**src/rtl/debounce_pkg.sv**
```systemverilog
// Shared definitions for the debounced up/down counter: repeat FSM states,
// synchroniser depth, channel indices and default cycle counts.
package debounce_pkg;

    // Auto-repeat state of one button channel.
    typedef enum logic [1:0] {
        IDLE   = 2'd0,
        DELAY  = 2'd1,
        REPEAT = 2'd2
    } rpt_state_e;

    // Flip-flops between the raw pad and the debouncer.
    localparam int SYNC_STAGES = 2;

    // Defaults sized for a 100 MHz board clock.
    localparam int unsigned DEFAULT_DEBOUNCE_CYCLES = 2_000_000;  // ~20 ms
    localparam int unsigned DEFAULT_REPEAT_DELAY    = 50_000_000; // ~0.5 s
    localparam int unsigned DEFAULT_REPEAT_PERIOD   = 10_000_000; // ~0.1 s

    // Bit positions of the three buttons in the top-level channel vectors.
    localparam int CH_UP    = 0;
    localparam int CH_DOWN  = 1;
    localparam int CH_CLEAR = 2;
    localparam int NUM_CH   = 3;

    function automatic int unsigned max_u(input int unsigned a, input int unsigned b);
        return (a > b) ? a : b;
    endfunction

endpackage

```
**src/rtl/debounce_channel.sv**
```systemverilog
// One button channel: 2-FF synchroniser, stability-count debouncer and a
// registered press pulse. With DEBOUNCED_COUNTER_AUTOREPEAT_EN defined the
// channel also runs an auto-repeat FSM that adds pulses while held.
module debounce_channel
    import debounce_pkg::*;
#(
    parameter int unsigned DEBOUNCE_CYCLES = DEFAULT_DEBOUNCE_CYCLES
`ifdef DEBOUNCED_COUNTER_AUTOREPEAT_EN
    ,
    parameter int unsigned REPEAT_DELAY  = DEFAULT_REPEAT_DELAY,
    parameter int unsigned REPEAT_PERIOD = DEFAULT_REPEAT_PERIOD,
    parameter bit          REPEAT_EN     = 1'b1
`endif
) (
    input  logic clk,
    input  logic rst_n_i,
    input  logic btn_i,
    output logic pulse_o
);

    localparam int CNT_W = $clog2(DEBOUNCE_CYCLES + 1);

    logic [SYNC_STAGES-1:0] sync_q, sync_d;
    logic                   sync_level;
    logic [CNT_W-1:0]       cnt_q, cnt_d;
    logic                   stable_q, stable_d;
    logic                   stable_dly_q, stable_dly_d;
    logic                   press_q, press_d;

    assign sync_level = sync_q[SYNC_STAGES-1];

    // Shift the raw level through the synchroniser chain.
    always_comb begin
        sync_d = {sync_q[SYNC_STAGES-2:0], btn_i};
    end

    // Count consecutive cycles of disagreement; accept the new level after
    // DEBOUNCE_CYCLES of them, any agreement restarts the count.
    always_comb begin
        stable_d = stable_q;
        cnt_d    = '0;
        if (sync_level != stable_q) begin
            if (cnt_q == CNT_W'(DEBOUNCE_CYCLES - 1)) begin
                stable_d = sync_level;
            end else begin
                cnt_d = cnt_q + CNT_W'(1);
            end
        end
    end

    // Rising edge of the debounced level becomes a one-cycle press pulse.
    always_comb begin
        stable_dly_d = stable_q;
        press_d      = stable_q & ~stable_dly_q;
    end

    // Synchroniser, debouncer and pulse registers.
    always_ff @(posedge clk or negedge rst_n_i) begin
        if (!rst_n_i) begin
            sync_q       <= '0;
            cnt_q        <= '0;
            stable_q     <= 1'b0;
            stable_dly_q <= 1'b0;
            press_q      <= 1'b0;
        end else begin
            sync_q       <= sync_d;
            cnt_q        <= cnt_d;
            stable_q     <= stable_d;
            stable_dly_q <= stable_dly_d;
            press_q      <= press_d;
        end
    end

`ifdef DEBOUNCED_COUNTER_AUTOREPEAT_EN
    localparam int TIMER_W = $clog2(max_u(REPEAT_DELAY, REPEAT_PERIOD) + 1);

    rpt_state_e         state_q, state_d;
    logic [TIMER_W-1:0] timer_q, timer_d;
    logic               rep_q, rep_d;

    // Repeat FSM: wait REPEAT_DELAY after the press, then pulse every
    // REPEAT_PERIOD; releasing the button always returns to IDLE.
    always_comb begin
        state_d = state_q;
        timer_d = timer_q;
        rep_d   = 1'b0;
        unique case (state_q)
            IDLE: begin
                if (press_q && REPEAT_EN) begin
                    state_d = DELAY;
                    timer_d = '0;
                end
            end
            DELAY: begin
                if (!stable_q) begin
                    state_d = IDLE;
                end else if (timer_q == TIMER_W'(REPEAT_DELAY - 1)) begin
                    state_d = REPEAT;
                    timer_d = '0;
                    rep_d   = 1'b1;
                end else begin
                    timer_d = timer_q + TIMER_W'(1);
                end
            end
            REPEAT: begin
                if (!stable_q) begin
                    state_d = IDLE;
                end else if (timer_q == TIMER_W'(REPEAT_PERIOD - 1)) begin
                    timer_d = '0;
                    rep_d   = 1'b1;
                end else begin
                    timer_d = timer_q + TIMER_W'(1);
                end
            end
            default: begin
                state_d = IDLE;
            end
        endcase
    end

    // Repeat FSM state register.
    always_ff @(posedge clk or negedge rst_n_i) begin
        if (!rst_n_i) begin
            state_q <= IDLE;
            timer_q <= '0;
            rep_q   <= 1'b0;
        end else begin
            state_q <= state_d;
            timer_q <= timer_d;
            rep_q   <= rep_d;
        end
    end

    assign pulse_o = press_q | rep_q;
`else
    assign pulse_o = press_q;
`endif

endmodule

```
**src/rtl/debounced_updown_counter.sv**
```systemverilog
// Three debounced buttons (up, down, clear) driving a WIDTH-bit up/down
// counter that wraps or saturates. Optional auto-repeat on up/down is
// enabled by defining DEBOUNCED_COUNTER_AUTOREPEAT_EN.
module debounced_updown_counter
    import debounce_pkg::*;
#(
    parameter int unsigned WIDTH           = 8,
    parameter int unsigned DEBOUNCE_CYCLES = DEFAULT_DEBOUNCE_CYCLES,
    parameter bit          SATURATE        = 1'b0,
    parameter int unsigned REPEAT_DELAY    = DEFAULT_REPEAT_DELAY,
    parameter int unsigned REPEAT_PERIOD   = DEFAULT_REPEAT_PERIOD
) (
    input  logic             clk,
    input  logic             reset,
    input  logic             btn_up,
    input  logic             btn_down,
    input  logic             btn_clear,
    output logic [WIDTH-1:0] count,
    output logic             limit
);

    // Reject configurations the counter and debouncer cannot implement.
    if (WIDTH < 2 || DEBOUNCE_CYCLES < 1 || REPEAT_DELAY < 1 || REPEAT_PERIOD < 1) begin : g_bad_params
        $error("debounced_updown_counter: illegal parameter value");
    end

    localparam logic [WIDTH-1:0] COUNT_MAX = '1;

    logic [NUM_CH-1:0] raw_btn;
    logic [NUM_CH-1:0] pulse;
    logic [WIDTH-1:0]  count_q, count_d;
    logic              limit_q, limit_d;

    assign raw_btn = {btn_clear, btn_down, btn_up};

    for (genvar gi = 0; gi < NUM_CH; gi++) begin : g_ch
        debounce_channel #(
            .DEBOUNCE_CYCLES (DEBOUNCE_CYCLES)
`ifdef DEBOUNCED_COUNTER_AUTOREPEAT_EN
            ,
            .REPEAT_DELAY    (REPEAT_DELAY),
            .REPEAT_PERIOD   (REPEAT_PERIOD),
            .REPEAT_EN       (gi != CH_CLEAR)
`endif
        ) u_ch (
            .clk     (clk),
            .rst_n_i (reset),
            .btn_i   (raw_btn[gi]),
            .pulse_o (pulse[gi])
        );
    end

    // Next count by priority: clear, up+down cancel, up, down. limit flags
    // any step that crossed a boundary, whether it wrapped or was held.
    always_comb begin
        count_d = count_q;
        limit_d = 1'b0;
        if (pulse[CH_CLEAR]) begin
            count_d = '0;
        end else if (pulse[CH_UP] && pulse[CH_DOWN]) begin
            count_d = count_q;
        end else if (pulse[CH_UP]) begin
            if (count_q == COUNT_MAX) begin
                limit_d = 1'b1;
                count_d = SATURATE ? COUNT_MAX : '0;
            end else begin
                count_d = count_q + WIDTH'(1);
            end
        end else if (pulse[CH_DOWN]) begin
            if (count_q == '0) begin
                limit_d = 1'b1;
                count_d = SATURATE ? '0 : COUNT_MAX;
            end else begin
                count_d = count_q - WIDTH'(1);
            end
        end
    end

    // Count and limit registers.
    always_ff @(posedge clk or negedge reset) begin
        if (!reset) begin
            count_q <= '0;
            limit_q <= 1'b0;
        end else begin
            count_q <= count_d;
            limit_q <= limit_d;
        end
    end

    assign count = count_q;
    assign limit = limit_q;

endmodule

```
**config.mk**
```make
export PLATFORM = sky130hd
export DESIGN_NAME = debounced_updown_counter
export DESIGN_NICKNAME = d
export VERILOG_FILES = /design/src/rtl/debounce_pkg.sv /design/src/rtl/debounce_channel.sv /design/src/rtl/debounced_updown_counter.sv
export SDC_FILE = /design/constraint.sdc
export NUM_CORES = 1
export LEC_CHECK = 0
export ABC_AREA = 1
export ABC_CLOCK_PERIOD_IN_PS = 3500
export CORE_MARGIN = 2
export CORE_UTILIZATION = 30
export CTS_CLUSTER_DIAMETER = 150
export DETAILED_ROUTE_END_ITERATION = 12
export GPL_ROUTABILITY_DRIVEN = 0
export GPL_TIMING_DRIVEN = 1
export SYNTH_ARGS = -nofsm -noshare
export SYNTH_HDL_FRONTEND = slang
export SYNTH_HIERARCHICAL = 1
export SYNTH_SLANG_ARGS = --single-unit
```
**constraint.sdc**
```tcl
create_clock -name clk -period 3.5 [get_ports clk]
set_input_delay 0.875 -clock clk [delete_from_list [all_inputs] [get_ports clk]]
set_output_delay 0.875 -clock clk [all_outputs]
set_load 0.02 [all_outputs]
```
# --- Word-level counts from Yosys, hierarchy flattened ---
# Cells that the tools add are included.
word_totals:
  register_bits: 87
  in_bits: 5
  out_inout_bits: 9
  wordCells: 61
classes:
  n_addsub: 5
  n_eq_ne: 8
  muxes: 18
  bitwise: 6
  n_reduce_logical: 7
op_table:
  columns: ["cell", "count"]
  rows:
  - ["21-bit two-way mux", 6]
  - ["21-bit by 1-bit adder with 21-bit output, second input constant", 3]
  - ["21-bit == test, second input constant", 3]
  - ["8-bit two-way mux", 6]
  - ["8-bit by 1-bit adder with 8-bit output, second input constant", 1]
  - ["8-bit == test, second input constant", 1]
  - ["8-bit zero test", 1]
  - ["2-bit AND reduction", 4]
  - ["8-bit by 1-bit subtractor with 8-bit output, second input constant", 1]
  - ["1-bit two-way mux", 6]
  - ["1-bit bitwise AND", 3]
  - ["1-bit inequality test", 3]
  - ["1-bit NOT", 3]
  - ["3-bit nonzero test", 1]
  - ["2-bit by 1-bit inequality test with 1-bit output, second input constant", 1]
  - ["1-bit logical AND", 1]

# --- Logic depth before layout (Yosys ltp) ---
logic_depth:
  depth_word: 6
  mapped_depth: 8
  ltp_nobuf: 8

# --- Hierarchy ---
# Netlist, hierarchy kept.
by_module_without_submodules:
  columns: ["module", "instances", "cells_each", "area_each_um2", "seq_area_each_um2"]
  rows:
  - ["debounce_channel", 3, 173, 1356.3, 650.6]
  - ["debounced_updown_counter", 1, 117, 805.8, 225.2]

# --- Worst setup path before layout ---
# Ideal clock, no wire load.
synth_timing:
  path_type: "register -> output"
  start: "register count_q[3], in the netlist count[3]"
  end: "output count[3]"
  t_arrival_ns: 0.532
  required_ns: 2.625
  slack_ns: 2.093
  path_stages_with_launch: 1
  path_buffers: 0
  cell_sequence: "dfrtp_1"
synth_rtl:
  columns: ["element", "line", "rtl"]
  rows:
  - ["from (decl)", "debounced_updown_counter.sv:31", "logic [WIDTH-1:0] count_q, count_d;"]
  - ["from (signal assigned)", "debounced_updown_counter.sv:85", "count_q <= count_d;"]
  - ["to (decl)", "debounced_updown_counter.sv:18", "output logic [WIDTH-1:0] count,"]
# No word-level cell between the ends.

# --- Worst setup path after layout ---
layout_timing:
  start: "register count_q[5], in the netlist count[5]"
  end: "output count[5]"
# No word-level cell between the ends.

==> results.toml <==
[clock_tree]
ctsResizeCount = 0
cts-htree-levels = 3
clock_insertion_delay_worst_skew_ps = 340
clock_tree_root_buffer_cell = "sky130_fd_sc_hd__clkbuf_16"
tritoncts_clock_tree = "yes"
postCtsHoldBufs = 0
clock-sinks = 87
cts-root-to-sink-buffers = 2
postCtsSetupBuffers = 0
cts-buffers-inserted = 9
clk_pin_slew_ps = 70

[timing]
holdWs_ps = 350
worst_clock_skew_ps = 8.37
max-slew-margin-rel = 0.611
slew_viol_final = 0
finalWorstSetupSlack_ps = 1060
final_hold_viol_count = 0
unrepaired_setup_endpoints_after_global_routing = "false"
max_freq_mhz = 410
worstMarginPinSlew_ps = 584
period_share = 0.697
post-route-min-period_ps = 2440
timing.setup.tns_ps = 0
setup_viol = 0

[grt]
grt_first_pass_wirelength_um = 17200
overflow = 0
grt_start_max_net_pins = 47
grt.total_usage = 0.121
first_global_vias = 3615
antenna_found_initial = 0

[synthesis]
async_reset_ff_frac = 1.00
post-synth-top-count-cell = "sky130_fd_sc_hd__nor2_1"
synth_edf_count = 0
yosysTopAreaCell = "sky130_fd_sc_hd__dfrtp_1"
yosysTopAreaCellShare = 0.447
synth.cells.most_frequent = "sky130_fd_sc_hd__nor2_1, sky130_fd_sc_hd__nand2_1, sky130_fd_sc_hd__dfrtp_1, sky130_fd_sc_hd__inv_1, sky130_fd_sc_hd__nand3_1"
register_bit_total_from_synthesis = 87
synth-warning-count = 6
postSynthAreaPerCell_um2 = 7.66
post_synth_inst_count = 636
ys_dominant_reg_cell = "sky130_fd_sc_hd__dfrtp_1"
synth_area_leaders = "sky130_fd_sc_hd__dfrtp_1, sky130_fd_sc_hd__nor2_1, sky130_fd_sc_hd__nand2_1"
syn_nets = 647
synth_area_um2 = 4870
synth.yosys.seq_area_share = 0.447
yosys.cell_types.count = 24

[layout]
syn_to_final_growth_pct = 14.1
antenna_cells_inserted = 0
design_area_um2 = 5560
layoutNonFillerInstCount = 880
design.final.nets = 670
drive_above_1_share = 0.105

[min_path]
holdPathStages = 0
hp-class = "reg2reg"

[critical_path]
critical_path_arrival_ps = 1560
crit_path_cell_trace = "clkdlybuf4s50_1"
worst_path_max_delay_cell = "sky130_fd_sc_hd__clkdlybuf4s50_1"
timing.critical_path.buf_inv = 1
path_delay_family = "buffers and inverters"
path_depth = 1
worstSetupStartpointType = "register"
worstPathMaxFanout = 10
critical_path_class = "reg2out"
reg2regPathDepth = 4
worst-endpoint-required_ps = 2620
critPathCaptureType = "output pin"
timing.critical_path.slowest_cell_delay_ps = 670

[run]
max_capacitance_violation_count = 0

[placed_design]
io_buffers = 13
final_hpwl_from_detailed_placement_um = 7190
dp_slack_ps = 1420
dpl-instance-area_um2 = 5260
placed_cells_incl_taps = 864

[detailed_routing]
first_pass_iters = 4
drt.antenna.violating_nets = 0
wirelength_um = 9990
via_count = 3950
detail_route.iter0.violations = 353
detail_route.wl_per_cell_um = 11.4
route.detailed.vias_per_inst = 4.49
drcViolationCount = 0

[floorplan]
fp.dieW_um = 131
core_area_um2 = 15900
num_rows = 46
initial_utilization = 0.307
die_height_um = 131
pin_count = 14
die_area_um2 = 17300

[power]
power_density_nw_per_um2 = 369
ir_drop_mv = 0.246
power.leakage_uw = 0.00240

[run_status]
status = "completed"
==> kinds of logic (layout without fill, tap and decap cells) <==
group	count (synthesis)	after routing	share of synthesized area
simple gates	375	375	0.352
flops	87	87	0.447
buf+inv	87	115	0.0703
compound gates	50	50	0.0536
xor+xnor	31	31	0.0619
fa+ha+maj	6	6	0.0154
==> path summary, 6_finish.rpt <==
path | endpoint | slack [ps] | from
max | count[5] | 1060 | count[5]
min reg2reg | g_ch[1].u_ch/sync_q[1] | 350 | g_ch[1].u_ch/sync_q[0]
min | g_ch[1].u_ch/sync_q[1] | 350 | g_ch[1].u_ch/sync_q[0]
max reg2reg | g_ch[1].u_ch/cnt_q[10] | 1890 | g_ch[1].u_ch/stable_dly_d
max in group asynchronous | g_ch[0].u_ch/cnt_q[9] | 2230 | reset
min in group asynchronous | g_ch[1].u_ch/cnt_q[3] | 530 | reset
==> power by group <==
group	switching (µW)	total, µW	internal (µW)
logic	43.9	61.6	17.7
registers	9.52	1030	1020
clock network	395	966	571
total	448	2050	1610
==> area by class of cell <==
type / instances / area, µm²
clock buffers: 11 / 243
clock inverters: 5 / 57.6
fillers: 1664 / 10300
inverters: 84 / 315
multi-input cells: 462 / 2350
flip-flops and latches: 87 / 2180
well taps: 216 / 270
repair buffers: 15 / 143
==> registers in the layout, indices dropped and copies added, names as in the netlist <==
signal,count
g_ch.u_ch/cnt_q,63
g_ch.u_ch/pulse_o,3
g_ch.u_ch/stable_dly_q,3
limit,1
g_ch.u_ch/stable_dly_d,3
g_ch.u_ch/sync_q,6
count,8
==> per-layer routing <==
layer / global-route usage / up-vias / share of wire / wire, µm
met5: 0 / - / 0 / 0
met4: 0.0652 / 0 / 0.026 / 261
met3: 0.0162 / 18 / 0.032 / 319
met2: 0.184 / 59 / 0.45 / 4470
met1: 0.168 / 1834 / 0.49 / 4940
li1: - / 2039 / - / -
==> cell usage in the layout, fill, tap and decap left out, types with 13 or more instances in the layout <==
cell type and instances:
sky130_fd_sc_hd__a21oi_1 18, sky130_fd_sc_hd__dfrtp_1 87, sky130_fd_sc_hd__inv_1 80, sky130_fd_sc_hd__nand2_1 116
sky130_fd_sc_hd__nand2_2 13, sky130_fd_sc_hd__nand3_1 62, sky130_fd_sc_hd__nand4_1 13, sky130_fd_sc_hd__nor2_1 137
sky130_fd_sc_hd__nor2_2 13, sky130_fd_sc_hd__nor2_4 14, sky130_fd_sc_hd__o21ai_0 23, sky130_fd_sc_hd__xor2_1 19
==> stage by stage <==
stage / power (µW) / utilization
floorplan: 1070 / -
detailed placement: 1110 / 0.331
global route: 2130 / 0.350
finish: 2050 / 0.350
global placement: 1110 / 0.331
CTS: 2090 / 0.350
(Power assumes the default switching activity.)
